===== config.mk =====
export PLATFORM = sky130hd
export DESIGN_NAME = fetch_controller
export DESIGN_NICKNAME = d
export VERILOG_FILES = /design/src/rtl/fetch_pkg.sv /design/src/rtl/fetch_skid_fifo.sv /design/src/rtl/fetch_controller.sv
export SDC_FILE = /design/constraint.sdc
export NUM_CORES = 1
export LEC_CHECK = 0
export CAP_MARGIN = 20
export CORE_AREA = 2 2 120 168
export CTS_CLUSTER_SIZE = 24
export DETAILED_ROUTE_END_ITERATION = 10
export DIE_AREA = 0 0 122 170
export GPL_ROUTABILITY_DRIVEN = 0
export PLACE_DENSITY = 0.86
export SETUP_SLACK_MARGIN = 0.2
export SLEW_MARGIN = 20
export SYNTH_ARGS = -nofsm -noshare
export SYNTH_HDL_FRONTEND = slang
export SYNTH_SLANG_ARGS = --single-unit

===== constraint.sdc =====
create_clock -name clk -period 2.4 [get_ports clk]
set_input_delay 0.72 -clock clk [delete_from_list [all_inputs] [get_ports clk]]
set_output_delay 0.72 -clock clk [all_outputs]
set_load 0.005 [all_outputs]

===== src/rtl/fetch_pkg.sv =====
// fetch_pkg: shared types and constants for the instruction-fetch sequencer
package fetch_pkg;
    typedef enum logic {RUN, FAULT} fetch_state_t;
    typedef struct packed {
        logic [31:0] pc;
        logic [31:0] inst;
    } fetch_entry_t;
    localparam logic [31:0] INST_BYTES = 32'd4;
    localparam int BUF_DEPTH = 2;
endpackage


===== src/rtl/fetch_skid_fifo.sv =====
// fetch_skid_fifo: 2-entry {pc, inst} buffer absorbing the one-cycle memory latency
module fetch_skid_fifo
    import fetch_pkg::*;
(
    input  logic        clk,
    input  logic        rst_n,
    input  logic        clear,
    input  logic        push,
    input  logic        pop,
    input  logic [63:0] din,
    output logic [63:0] dout,
    output logic [1:0]  count
);
    logic [63:0] slots [BUF_DEPTH];
    logic rd_ptr, wr_idx, do_push, do_pop;
    assign do_pop = pop & (count != 2'd0);
    assign do_push = push & ((count != 2'(BUF_DEPTH)) | do_pop);
    // When full and popping, the write lands in the slot being vacated
    assign wr_idx = rd_ptr ^ count[0];
    assign dout = slots[rd_ptr];
    always_ff @(posedge clk or negedge rst_n) begin
        if (!rst_n) begin
            slots <= '{default: '0};
            rd_ptr <= 1'b0;
            count <= 2'd0;
        end else if (clear) begin
            rd_ptr <= 1'b0;
            count <= 2'd0;
        end else begin
            if (do_push) slots[wr_idx] <= din;
            if (do_pop) rd_ptr <= ~rd_ptr;
            count <= count + 2'(do_push) - 2'(do_pop);
        end
    end
endmodule


===== src/rtl/fetch_controller.sv =====
// fetch_controller: PC sequencer with redirect/flush, latency buffer and sticky illegal-PC fault
module fetch_controller
    import fetch_pkg::*;
#(
    parameter logic [31:0] RESET_PC   = 32'h0000_0000,
    parameter logic [31:0] IMEM_DEPTH = 32'd128
) (
    input  logic        clk,
    input  logic        rst_n,
    output logic [31:0] imem_pc,
    input  logic [31:0] imem_inst,
    input  logic        run_en,
    input  logic        redirect_valid,
    input  logic [31:0] redirect_pc,
    output logic        out_valid,
    input  logic        out_ready,
    output logic [31:0] out_inst,
    output logic [31:0] out_pc,
    output logic        fault,
    output logic [31:0] fault_pc
);
    fetch_state_t state;
    fetch_entry_t resp, head;
    logic [31:0] fetch_pc, req_pc;
    logic [1:0] count;
    logic inflight, req_epoch, epoch;
    logic pop, redirect, misaligned, in_range, opportunity, issue, push;
    assign imem_pc = {2'b0, fetch_pc[31:2]};
    assign pop = out_valid & out_ready;
    assign redirect = redirect_valid & (state == RUN);
    assign misaligned = redirect_pc[1:0] != 2'b0;
    assign in_range = imem_pc < IMEM_DEPTH;
    // Room exists if what is buffered plus what is in flight, net of this pop, leaves a slot
    assign opportunity = (state == RUN) & run_en & !redirect_valid &
                         (({1'b0, count} + {2'b0, inflight}) < (3'(BUF_DEPTH) + {2'b0, pop}));
    assign issue = opportunity & in_range;
    assign push = inflight & (req_epoch == epoch);
    assign resp = '{pc: req_pc, inst: imem_inst};
    assign out_valid = count != 2'd0;
    assign out_pc = head.pc;
    assign out_inst = head.inst;
    fetch_skid_fifo u_buf (
        .clk   (clk),
        .rst_n (rst_n),
        .clear (redirect),
        .push  (push),
        .pop   (pop),
        .din   (resp),
        .dout  (head),
        .count (count)
    );
    always_ff @(posedge clk or negedge rst_n) begin
        if (!rst_n) begin
            state <= RUN;
            fetch_pc <= RESET_PC;
            req_pc <= '0;
            inflight <= 1'b0;
            req_epoch <= 1'b0;
            epoch <= 1'b0;
            fault <= 1'b0;
            fault_pc <= '0;
        end else begin
            inflight <= issue;
            if (issue) begin
                req_pc <= fetch_pc;
                req_epoch <= epoch;
                fetch_pc <= fetch_pc + INST_BYTES;
            end
            if (redirect) begin
                epoch <= ~epoch;
                fetch_pc <= redirect_pc;
            end
            if ((redirect & misaligned) | (opportunity & !in_range)) begin
                state <= FAULT;
                fault <= 1'b1;
                fault_pc <= redirect ? redirect_pc : fetch_pc;
            end
        end
    end
endmodule

After elaboration in Yosys (flattened, before gate mapping)
Index checks and enable logic that the tools add are counted.

cells by class
  add/subtract/negate cells = 5
  order comparisons = 5
  eq/ne operators = 2
  multiplexer cells = 12
  bitwise operators = 20
  reduce and logical (&&, ||, !) cells = 8

operators by type and width
  kind                                                                   number
  64-bit 2-to-1 mux                                                      4
  128-bit bitwise mux                                                    1
  32-bit 2-to-1 mux                                                      3
  64-bit demux with 1-bit select                                         1
  32-bit by 3-bit adder with 32-bit output, second input constant        1
  30-bit by 8-bit < comparator with 1-bit output, second input constant  1
  1-bit AND                                                              11
  2-bit nonzero test                                                     4
  2-bit greater-or-equal comparator, second input constant               2
  1-bit inverter                                                         4
  1-bit inverter with 2-bit output                                       2
  2-bit by 1-bit adder with 3-bit output                                 1
  2-bit by 1-bit adder with 3-bit output, first input constant           1
  3-bit < comparator                                                     1
  2-bit by 1-bit adder with 2-bit output                                 1
  1-bit zero test                                                        2
  2-bit by 1-bit < comparator with 1-bit output, second input constant   1
  1-bit 2-to-1 mux                                                       2
  2-bit 2-to-1 mux                                                       1
  2-bit != test, second input constant                                   1
  1-bit bitwise OR                                                       2
  2-bit AND reduction                                                    1
  2-bit by 1-bit subtractor with 2-bit output                            1
  1-bit == test                                                          1
  2 further kinds                                                        2

storage, ports and cells
  flip-flop bits (word level) = 231
  input bits = 69
  word-level logic and storage cells = 63

Logic depth before layout (Yosys ltp)
Gate-level depths: netlist of the first run.

  depth after elaboration = 8
  depth in mapped cells = 8
  depth with buffers taken out = 8

Modules after synthesis
From an unflattened synthesis of the first run, not the netlist that was laid out.

second synthesis, totals
  cells, all modules = 965
  area total of the unflattened synthesis = 10341.2 um^2

by module, submodules not included
  module            times used  cells an instance  area an instance (um^2)
  fetch_skid_fifo   1           593                6109.6
  fetch_controller  1           372                4231.6

Worst setup path after synthesis of the first run
No wires, ideal clock.

  path type = register to output
  start point = reg u_buf.rd_ptr
  end point = out out_inst[10]
  arrival = 1.398 ns
  required time = 1.680 ns
  slack = 0.282 ns
  cell stages (with the launch flop) = 4
  path buffers = 2
  cell sequence = dfrtp_1 -> buf_1 -> clkbuf_1 -> mux2_2

between the ends
  cells in the longest elaborated chain, start to end = 4

RTL lines
  what                                                    RTL line                RTL
  from (decl)                                             fetch_skid_fifo.sv:15   logic rd_ptr, wr_idx, do_push, do_pop;
  from (signal assigned)                                  fetch_skid_fifo.sv:31   if (do_pop) rd_ptr <= ~rd_ptr;
  1-bit inverter with 2-bit output (implied by the code)  fetch_skid_fifo.sv:20   assign dout = slots[rd_ptr];
  64-bit 2-to-1 mux (implied by the code) (3 in a row)    fetch_skid_fifo.sv:20
  to (decl)                                               fetch_controller.sv:17  output logic [31:0] out_inst,

Every way passes these cells. The select of a mux whose other input is x is not followed.

Final worst setup path of the first run
  start point = reg u_buf.rd_ptr
  end point = out out_inst[11]

Same word-level chain as after synthesis.

==> summary.txt, run 1 <==
Outcome
  • Status: finished, violations left
  • Failing checks: setup timing

Final layout
  • Commonest non-fill, non-tap cell in the layout: dfrtp_1
  • Most frequent cells in the layout: dfrtp_1 (225), mux2_2 (123), clkdlybuf4s50_1 (120), mux2_4 (108), nand2_1 (99)
  • Area delta synth->final: 44.3%
  • Final nets: 1,055
  • Filler cells: 1,141
  • Final design utilization: 0.743
  • ANT cells: 0
  • Layout cells sized above 1: 0.448

Logic synthesis
  • FF+latch count, synth: 231
  • Synth Cell Area: 0.00985 mm2
  • Post-synth ARST share: 1.00
  • Cell variety after synth: 39
  • Avg Synthesized Cell Area: 13.4 um2
  • Synth Warn #: 0
  • Gate Count Post-Synth: between 700 and 800
  • Sequential element share of the synthesized area: 0.587
  • EDFF count, synth: 0
  • Primary FF master, synth: dfrtp_1

CTS
  • Clock Latency Late Sink: slightly above 500 ps
  • Clk slew on worst S/H paths: approximately 60 ps
  • H-tree depth reported by CTS: 1
  • CTS buffer count: 22
  • Clock Sinks: roughly 230
  • Post-CTS Hold Fix Bufs: 0
  • Root buffer cell: clkbuf_16
  • CTS Buffer Depth: 3
  • CTS tree: yes

Pwr
  • Flop pwr share: 0.398
  • Switch share: 0.285
  • Pwr Density: ~900 mW/mm2
  • Net Sw Power: 3.58 mW
  • Leakage power: 6.99 nW
  • Combinational power share: 0.345
  • Pint: 8.95 mW
  • Peak supply drop: 0.731 mV
  • Clock Power Share: 0.257

Flow run
  • Max_cap viols: 0

Setup path
  • Top cell by count, worst path: buf_6
  • Critical path's top delay family: buffers and inverters
  • Startpoint Class: flip-flop
  • Worst EP arrival: 1840 ps
  • Reg2reg setup slack: -10 ps
  • Reg2reg start: fetch_pc[28]
  • Critical Path End Type: output port
  • R2r endpoint: fault_pc[12]
  • WP data required: 1680 ps
  • Crit path max-delay cell type: dfrtp_2
  • Largest fanout on the critical path: 6
  • Setup CP Type: flip-flop to output port
  • FF-to-FF path depth: 8
  • Worst path cell trace: buf_12 > buf_8 > buf_16 > buf_6 > mux2_4 > buf_6
  • CP peak stage delay: 420 ps
  • Crit path buf inv count: 5

Floorplan
  • Core area: 0.0191 mm2
  • Die height: 170 um
  • Die ar.: 0.0207 mm2
  • Number of core rows: 60
  • Die width: 122 um
  • Initial Util: 0.515
  • Ports: 199

Routing
  • Post-route ant nets: 0
  • Drt drc: 0
  • Wirelength per Cell: 20.0 um
  • Detailed Route WL: 24,900 um
  • First drt pass iteration count: 4
  • Vias: 6,661
  • Vias per cell: 5.36
  • Initial DRC Count: 274

Timing
  • Fin. max-slew vios: 0
  • Final setup viols: 68
  • Tcrit/Tclk final: 1.07
  • Setup Skew: about 22 ps
  • Max_slew headroom: 0.638
  • Unrepaired setup endpoints after global routing: yes
  • Worst hold slack: roughly 180 ps
  • Maximum clock frequency: 391 MHz
  • Setup total negative slack: -4250 ps
  • Worst Tran Pin Value: 543 ps
  • Final WS setup: -157 ps
  • Count of final hold-check violations: 0
  • Tmin final: 2560 ps

Place
  • Pre-CTS setup slack: -199 ps
  • IO Port Bufs: 196
  • DP Wirelength: 14,200 um

Global route
  • Tot GR Track Use: 0.227
  • Pin count of the biggest net entering global routing: between 60 and 70
  • First-pass GRT wire length: roughly 37,000 um
  • Grt ovf: 0
  • Initial antenna violation count: 0
  • Vias in the first global route: 7,008

Hold path
  • Worst min path class: input pin to async pin
-- metal layers --
layer  share of wire  vias to the layer above  global-route usage
met2            0.52                      214               0.410
met3           0.067                       41              0.0483
li1                -                     2989                   -
met5               0                        -                   0
met4           0.027                        0              0.0675
met1            0.39                     3417               0.268
-- synth_stat cells (all sizes together) (2+ instances only) --
master,n,area [um2]
clkbuf,13,48.8
ha,5,62.6
o211ai,2,15.0
nor4,5,50.1
o31ai,2,15.0
buf,56,354
nand3,4,20.0
or3,2,12.5
xor2,2,17.5
mux2,231,2600
nand2,101,379
a31oi,5,31.3
dfrtp,231,5780
and2,24,150
nor2,11,43.8
o21ai,10,50.1
inv,9,33.8
a21oi,2,10.0
or2,2,12.5
xnor2,5,43.8
or4,3,22.5
-- stage by stage --
| stage | total power [mW] | cell area [um2] | cells |
|---|---|---|---|
| 5_1_grt | 13.1 | 14200 | 1243 |
| 6_report | 12.5 | 14200 | 1243 |
| 3_3_place_gp | 8.01 | 12200 | 1149 |
| 2_1_floorplan | 6.50 | 9860 | 738 |
| 4_1_cts | 12.4 | 13600 | 1225 |
| 3_5_place_dp | 8.06 | 12200 | 1149 |
-- logic make-up (layout without fill, tap and decap cells) --
family	count (synthesis)	after routing	share of synthesized area
AO/OA/AOI/OAI	24	24	0.0152
XOR/XNOR	7	7	0.00622
adder cells (fa/ha/maj)	5	5	0.00635
buffers and inverters	78	335	0.0443
flip-flops	231	231	0.587
multiplexers	231	231	0.264
other	1	2	0.000381
AND/OR/NAND/NOR	160	160	0.0768
-- worst register-to-register path, delay by kind of cell, from the launching register on --
| family | cells | cell delay [ps] |
|---|---|---|
| AND/OR/NAND/NOR | 3 | 790 |
| buffers and inverters | 3 | 420 |
| AO/OA/AOI/OAI | 1 | 370 |
| multiplexers | 1 | 290 |
| flip-flops | 1 | 420 |
-- layout make-up --
type                            count  area [um2]  area share
Clock buffer                       30         612      0.0430
Clock inverter                      8        43.8     0.00308
Inverter                            9        33.8     0.00238
Multi-Input combinational cell    429        4170       0.293
Sequential cell                   231        5790       0.407
Tap cell                          248         310      0.0218
Timing Repair Buffer              288        3260       0.230
-- sequential cells by signal, summed over array words and instances, names as in the netlist --
signal        flops
epoch             1
u_buf.slots     128
req_epoch         1
u_buf.count       2
inflight          1
fault_pc         32
req_pc           32
u_buf.rd_ptr      1
fetch_pc         32
state             1
-- how the worst max path moves through the flow --
stage,startpoint,to,depth (start not counted)
finish,u_buf.rd_ptr,out_inst[11],6
global placement,out_ready,fetch_pc[6],8
CTS,u_buf.rd_ptr,out_inst[11],6
global route,u_buf.rd_ptr,out_inst[11],6
detailed placement,out_ready,fetch_pc[6],8
floorplan,u_buf.rd_ptr,out_inst[10],3
-- timing repair --
| action | in CTS | in global routing |
|---|---|---|
| gates resized for setup | 392 | 91 |
| endpoints found under the setup margin | 114 | 182 |
| setup buffers | 30 | 8 |
| pin swaps | 10 | 17 |
| gates cloned | 8 | 10 |
-- power by group through the flow --
stage	clock network (mW)	logic [mW]	registers, mW
6_report	3.23	4.32	4.98
5_1_grt	3.45	4.60	5.05
4_1_cts	3.29	4.17	4.96
3_5_place_dp	0	3.03	5.03
3_3_place_gp	0	2.99	5.02
2_1_floorplan	0	1.59	4.91
(Power assumes the default switching activity.)
==> run 2, diff against run 1 <==
- CORE_AREA: 2 2 120 168 -> 2 2 122 172
- DIE_AREA: 0 0 122 170 -> 0 0 124 174
- PLACE_DENSITY: 0.86 -> 0.83
==> summary.txt, run 2 (synthesized netlist as in run 1, its figures left out) <==
Hold path
  • Worst min path class: input pin to async pin (unchanged)

Routing
  • Drt drc: 0 (unchanged)
  • Vias: 6,469 (was 6,661)
  • Initial DRC Count: 344 (was 274)
  • Vias per cell: 5.19 (was 5.36)
  • Wirelength per Cell: 18.9 um (was 20.0 um)
  • Post-route ant nets: 0 (unchanged)
  • First drt pass iteration count: 4 (unchanged)
  • Detailed Route WL: 23,600 um (was 24,900 um)

CTS
  • H-tree depth reported by CTS: 1 (unchanged)
  • Root buffer cell: clkbuf_16 (unchanged)
  • Clk slew on worst S/H paths: 60 ps (about the same)
  • Post-CTS Hold Fix Bufs: 0 (unchanged)
  • CTS tree: yes (unchanged)
  • Clock Sinks: 231 (unchanged)
  • CTS Buffer Depth: 3 (unchanged)
  • CTS buffer count: 22 (unchanged)
  • Clock Latency Late Sink: 500 ps (was 510 ps)

Place
  • Cells after DPL: 1,157 (was 1,149)
  • IO Port Bufs: 196 (unchanged)
  • Pre-CTS setup slack: -203 ps (was -199 ps)
  • DP Wirelength: 14,400 um (was 14,200 um)

Pwr
  • Final Power: 12.5 mW (about the same)
  • Switch share: 0.282 (was 0.285)
  • Flop pwr share: 0.398 (about the same)
  • Pint: 8.99 mW (was 8.95 mW)
  • Peak supply drop: 0.788 mV (was 0.731 mV)
  • Clock Power Share: 0.268 (was 0.257)
  • Combinational power share: 0.335 (was 0.345)
  • Pwr Density: 908 mW/mm2 (was 881 mW/mm2)
  • Net Sw Power: 3.54 mW (was 3.58 mW)
  • Leakage power: 7.02 nW (was 6.99 nW)

Timing
  • Final setup viols: 37 (was 68)
  • Max_slew headroom: 0.573 (was 0.638)
  • Tcrit/Tclk final: 1.09 (was 1.07)
  • Count of final hold-check violations: 0 (unchanged)
  • Final WS setup: -210 ps (was -157 ps)
  • Unrepaired setup endpoints after global routing: yes (unchanged)
  • Fin. max-slew vios: 0 (unchanged)
  • Maximum clock frequency: 383 MHz (was 391 MHz)
  • Worst Tran Pin Value: 634 ps (was 543 ps)
  • Setup total negative slack: -3580 ps (was -4250 ps)
  • Tmin final: 2610 ps (was 2560 ps)
  • Worst hold slack: 150 ps (was 185 ps)
  • Setup Skew: 10.8 ps (was 22.2 ps)

Global route
  • Pin count of the biggest net entering global routing: 54 (was 67)
  • Vias in the first global route: 6,763 (was 7,008)
  • Tot GR Track Use: 0.203 (was 0.227)
  • Grt met3 use: 0.0558 (was 0.0483)
  • Met2 Track Usage GR: 0.357 (was 0.410)
  • Most Crowded Layer GR: met2 (unchanged)
  • Grt ovf: 0 (unchanged)
  • First-pass GRT wire length: 34,900 um (was 37,200 um)
  • GRT met1 Usage: 0.243 (was 0.268)
  • Initial antenna violation count: 0 (unchanged)

Final layout
  • Final nets: 1,050 (was 1,055)
  • Max reg flops: 128 (unchanged)
  • Top reg by flops: u_buf.slots (unchanged)
  • Area delta synth->final: 39.9% (was 44.3%)
  • Filler cells: 1,421 (was 1,141)
  • Fin cells: 1,247 (was 1,243)
  • Most frequent cells in the layout: dfrtp_1 (224), mux2_2 (179), clkdlybuf4s50_1 (122), nand2_1 (99), mux2_4 (52) (was dfrtp_1 (225), mux2_2 (123), clkdlybuf4s50_1 (120), mux2_4 (108), nand2_1 (99))
  • ANT cells: 0 (unchanged)
  • Layout cells sized above 1: 0.446 (was 0.448)
  • Commonest non-fill, non-tap cell in the layout: dfrtp_1 (unchanged)

Setup path
  • Setup CP Type: flip-flop to output port (unchanged)
  • Top cell by count, worst path: buf_6 (unchanged)
  • WP data required: 1680 ps (about the same)
  • Largest fanout on the critical path: 5 (was 6)
  • CP peak stage delay: 450 ps (was 420 ps)
  • Critical Path End Type: output port (unchanged)
  • Crit path max-delay cell type: dfrtp_2 (unchanged)
  • Worst EP arrival: 1890 ps (was 1840 ps)
  • Worst path cell trace: buf_6 > buf_6 > clkbuf_16 > buf_6 > mux2_4 > buf_6 (was buf_12 > buf_8 > buf_16 > buf_6 > mux2_4 > buf_6)
  • Startpoint Class: flip-flop (unchanged)

Flow run
  • Max_cap viols: 0 (unchanged)

Floorplan
  • Initial Util: 0.489 (was 0.515)
  • Die height: 174 um (was 170 um)
  • Core area: 0.0202 mm2 (was 0.0191 mm2)
  • Number of core rows: 62 (was 60)
  • Die width: 124 um (was 122 um)
  • Ports: 199 (unchanged)
  • Die ar.: 0.0216 mm2 (was 0.0207 mm2)

Outcome
  • Failing checks: setup timing (unchanged)
  • Status: finished, violations left (unchanged)
[run 2: area by class of cell]
class                           instances  area (um2)  share of cell area
Clock buffer                           34         667              0.0484
Clock inverter                          5        28.8             0.00209
Inverter                                9        33.8             0.00245
Multi-Input combinational cell        429        3980               0.289
Sequential cell                       231        5790               0.420
Tap cell                              256         320              0.0232
Timing Repair Buffer                  283        2960               0.215
[run 2: metrics by stage]
stage | cell area [um2] | utilization
floorplan | 9860 | -
global placement | 12200 | 0.606
detailed placement | 12200 | 0.606
CTS | 13100 | 0.650
global route | 13800 | 0.683
finish | 13800 | 0.683
[run 2: layer usage]
metal,wire [um],part of all wire
met4,358,0.015
met1,9280,0.39
met3,1760,0.075
met2,12200,0.52
met5,0,0
[run 2: path summary, 6_finish.rpt]
kind	start	end	slack (ps)	depth (start not counted)
worst min register to register	req_pc[5]	req_pc[5]	500	2
min in group clk	req_pc[5]	req_pc[5]	500	2
worst max-delay path	u_buf.rd_ptr	out_inst[26]	-210	6
worst max register to register	fetch_pc[31]	fault_pc[3]	70	8
worst min-delay path	rst_n	u_buf.slots[110]	150	1
max in group asynchronous	rst_n	fetch_pc[12]	1590	2
[run 2: power by group through the flow]
stage	sequential [mW]	combinational (mW)	clock (mW)
after CTS	4.96	3.29	3.42
final	4.98	4.19	3.35
after floorplan	4.91	1.59	0
after global placement	5.04	2.96	0
after detailed placement	5.05	3.00	0
after global routing	5.04	4.49	3.59
[run 2: critical path: cells and delay by family, from the launching register on]
family	cells	cell delay [ps]
muxes	1	300
DFF	1	450
buffers and inverters	5	640
[run 2: what timing repair did]
item | in CTS | in global routing
setup endpoints to repair | 128 | 136
buffers inserted | 12 | 29
pin swaps | 2 | 8
cloned | 2 | 8
hold endpoints to repair | 0 | 0
gates resized for setup | 118 | 208
==> run 3, diff against run 2 <==
- GPL_ROUTABILITY_DRIVEN: 0 -> unset
- SKIP_CTS_REPAIR_TIMING: unset -> 1
==> summary.txt, run 3 (synthesized netlist as in run 1, its figures left out) <==
Final layout
  • Final nets: 1,021 (was 1,050)
  • Fin area: 0.0130 mm2 (was 0.0138 mm2)
  • Area delta synth->final: 32.2% (was 39.9%)
  • Top reg by flops: u_buf.slots (unchanged)
  • Filler cells: 1,551 (was 1,421)
  • Fin cells: 1,218 (was 1,247)
  • Commonest non-fill, non-tap cell in the layout: mux2_2 (was dfrtp_1)
  • Final design utilization: 0.646 (was 0.683)
  • Layout cells sized above 1: 0.419 (was 0.446)
  • Most frequent cells in the layout: mux2_2 (230), dfrtp_1 (222), clkdlybuf4s50_1 (124), nand2_1 (101), clkbuf_2 (54) (was dfrtp_1 (224), mux2_2 (179), clkdlybuf4s50_1 (122), nand2_1 (99), mux2_4 (52))
  • Max reg flops: 128 (unchanged)
  • ANT cells: 0 (unchanged)

Global route
  • Grt ovf: 0 (unchanged)
  • Tot GR Track Use: 0.197 (was 0.203)
  • Initial antenna violation count: 0 (unchanged)
  • Vias in the first global route: 6,671 (was 6,763)
  • First-pass GRT wire length: 34,000 um (was 34,900 um)
  • Pin count of the biggest net entering global routing: 54 (unchanged)

Setup path
  • Reg2reg start: fetch_pc[31] (unchanged)
  • Worst path cell trace: buf_12 > buf_12 > mux2_2 > dlymetal6s2s_1 (was buf_6 > buf_6 > clkbuf_16 > buf_6 > mux2_4 > buf_6)
  • CP peak stage delay: 500 ps (was 450 ps)
  • Crit path max-delay cell type: dfrtp_4 (was dfrtp_2)
  • Reg2reg setup slack: 230 ps (was 70 ps)
  • Setup CP Type: flip-flop to output port (unchanged)
  • Top cell by count, worst path: buf_12 (was buf_6)
  • Crit path buf inv count: 3 (was 5)
  • WP data required: 1680 ps (about the same)
  • Critical path's top delay family: flip-flops (was buffers and inverters)
  • Startpoint Class: flip-flop (unchanged)
  • Critical Path End Type: output port (unchanged)
  • Worst EP arrival: 1750 ps (was 1890 ps)
  • Crit path launch: u_buf.rd_ptr (unchanged)
  • R2r endpoint: fault_pc[13] (was fault_pc[3])
  • FF-to-FF path depth: 6 (was 8)
  • Largest fanout on the critical path: 11 (was 5)

Pwr
  • Net Sw Power: 3.29 mW (was 3.54 mW)
  • Final Power: 11.8 mW (was 12.5 mW)
  • Peak supply drop: 0.800 mV (was 0.788 mV)
  • Pwr Density: 905 mW/mm2 (was 908 mW/mm2)
  • Leakage power: 6.60 nW (was 7.02 nW)
  • Combinational power share: 0.296 (was 0.335)
  • Clock Power Share: 0.282 (was 0.268)
  • Pint: 8.49 mW (was 8.99 mW)
  • Switch share: 0.279 (was 0.282)
  • Flop pwr share: 0.422 (was 0.398)

Hold path
  • Worst min path class: input pin to async pin (unchanged)

Routing
  • Max layer used: met4 (unchanged)
  • Wirelength per Cell: 18.2 um (was 18.9 um)
  • Drt drc: 0 (unchanged)
  • Met1 WL: 8800 um (was 9280 um)
  • Vias: 6,245 (was 6,469)
  • Initial DRC Count: 235 (was 344)
  • First drt pass iteration count: 4 (unchanged)
  • WL met2: 11,400 um (was 12,200 um)
  • Vias per cell: 5.13 (was 5.19)
  • Detailed Route WL: 22,200 um (was 23,600 um)
  • Metal3 WL: 1700 um (was 1760 um)
  • Post-route ant nets: 0 (unchanged)

Timing
  • Worst hold slack: 132 ps (was 150 ps)
  • Tmin final: 2470 ps (was 2610 ps)
  • Fin. max-slew vios: 0 (unchanged)
  • Count of final hold-check violations: 0 (unchanged)
  • Setup Skew: 13.1 ps (was 10.8 ps)
  • Final setup viols: 40 (was 37)
  • Tcrit/Tclk final: 1.03 (was 1.09)
  • Final WS setup: -73.6 ps (was -210 ps)
  • Unrepaired setup endpoints after global routing: yes (unchanged)
  • Maximum clock frequency: 404 MHz (was 383 MHz)

CTS
  • Root buffer cell: clkbuf_16 (unchanged)
  • H-tree depth reported by CTS: 1 (unchanged)
  • Clock Sinks: 231 (unchanged)
  • CTS buffer count: 22 (unchanged)
  • CTS Buffer Depth: 3 (unchanged)
  • CTS tree: yes (unchanged)
  • Clock Latency Late Sink: 500 ps (about the same)
  • Clk slew on worst S/H paths: 70 ps (was 60 ps)

Place
  • Area post-placement: 0.0122 mm2 (unchanged)
  • DP Wirelength: 14,400 um (unchanged)
  • Cells after DPL: 1,157 (unchanged)
  • RD Place Congestion: 0.786
  • IO Port Bufs: 196 (unchanged)

Flow run
  • Max_cap viols: 0 (unchanged)

Floorplan
  • Initial Util: 0.489 (unchanged)
  • Number of core rows: 62 (unchanged)
  • Die height: 174 um (unchanged)
  • Ports: 199 (unchanged)
  • Core area: 0.0202 mm2 (unchanged)
  • Die ar.: 0.0216 mm2 (unchanged)
  • Die width: 124 um (unchanged)

Outcome
  • Status: finished, violations left (unchanged)
  • Failing checks: setup timing (unchanged)
[run 3: changes by cell type in the layout (fill, tap and decap cells not counted), sizes merged]
| cell | delta |
|---|---|
| clkdlybuf4s50 | +2 |
| dlygate4sd2 | -2 |
| dlymetal6s2s | -1 |
| buf | -44 |
| clkbuf | +16 |
[run 3: worst max path at each step]
stage | to | depth (start not counted)
after floorplan | out_inst[10] | 3
after global placement | fault_pc[11] | 7
after detailed placement | fault_pc[9] | 7
final | out_pc[16] | 4
after global routing | out_pc[28] | 4
after CTS | out_pc[8] | 3
[run 3: worst reg2reg max path, cell delays in order (launching register included)]
cell      delay, ps
dfrtp_1         430
nor4_4          390
nand4_1         220
o211ai_1        350
nand2_1         170
buf_12          200
mux2_2          300
[run 3: layer usage]
metal | global-route usage | vias up
li1 | - | 2907
met1 | 0.239 | 3137
met2 | 0.346 | 175
met3 | 0.0545 | 26
met4 | 0.0463 | 0
met5 | 0 | -
[run 3: power by group through the flow]
| stage | Sequential (mW) | Combinational [mW] | Clock, mW |
|---|---|---|---|
| 2_1_floorplan | 4.91 | 1.59 | 0 |
| 3_3_place_gp | 5.04 | 2.96 | 0 |
| 3_5_place_dp | 5.05 | 3.00 | 0 |
| 4_1_cts | 5.00 | 3.03 | 3.42 |
| 5_1_grt | 5.04 | 3.77 | 3.59 |
| 6_report | 4.97 | 3.49 | 3.32 |
[run 3: stage by stage]
stage / setup TNS (ps) / setup slack (ps)
finish: -835 / -73.6
global route: -3600 / -111
CTS: -22820 / -393
detailed placement: -12680 / -203
global placement: -9800 / -196
floorplan: 0 / 282
[run 3: cell type report]
| cell class | instances | area, um2 | area share |
|---|---|---|---|
| inverter | 9 | 33.8 | 0.00259 |
| clock inverter | 5 | 28.8 | 0.00221 |
| multi-input combinational | 429 | 3720 | 0.286 |
| sequential | 231 | 5790 | 0.445 |
| clock buffer | 34 | 667 | 0.0512 |
| tap | 256 | 320 | 0.0246 |
| timing repair buffer | 254 | 2450 | 0.189 |
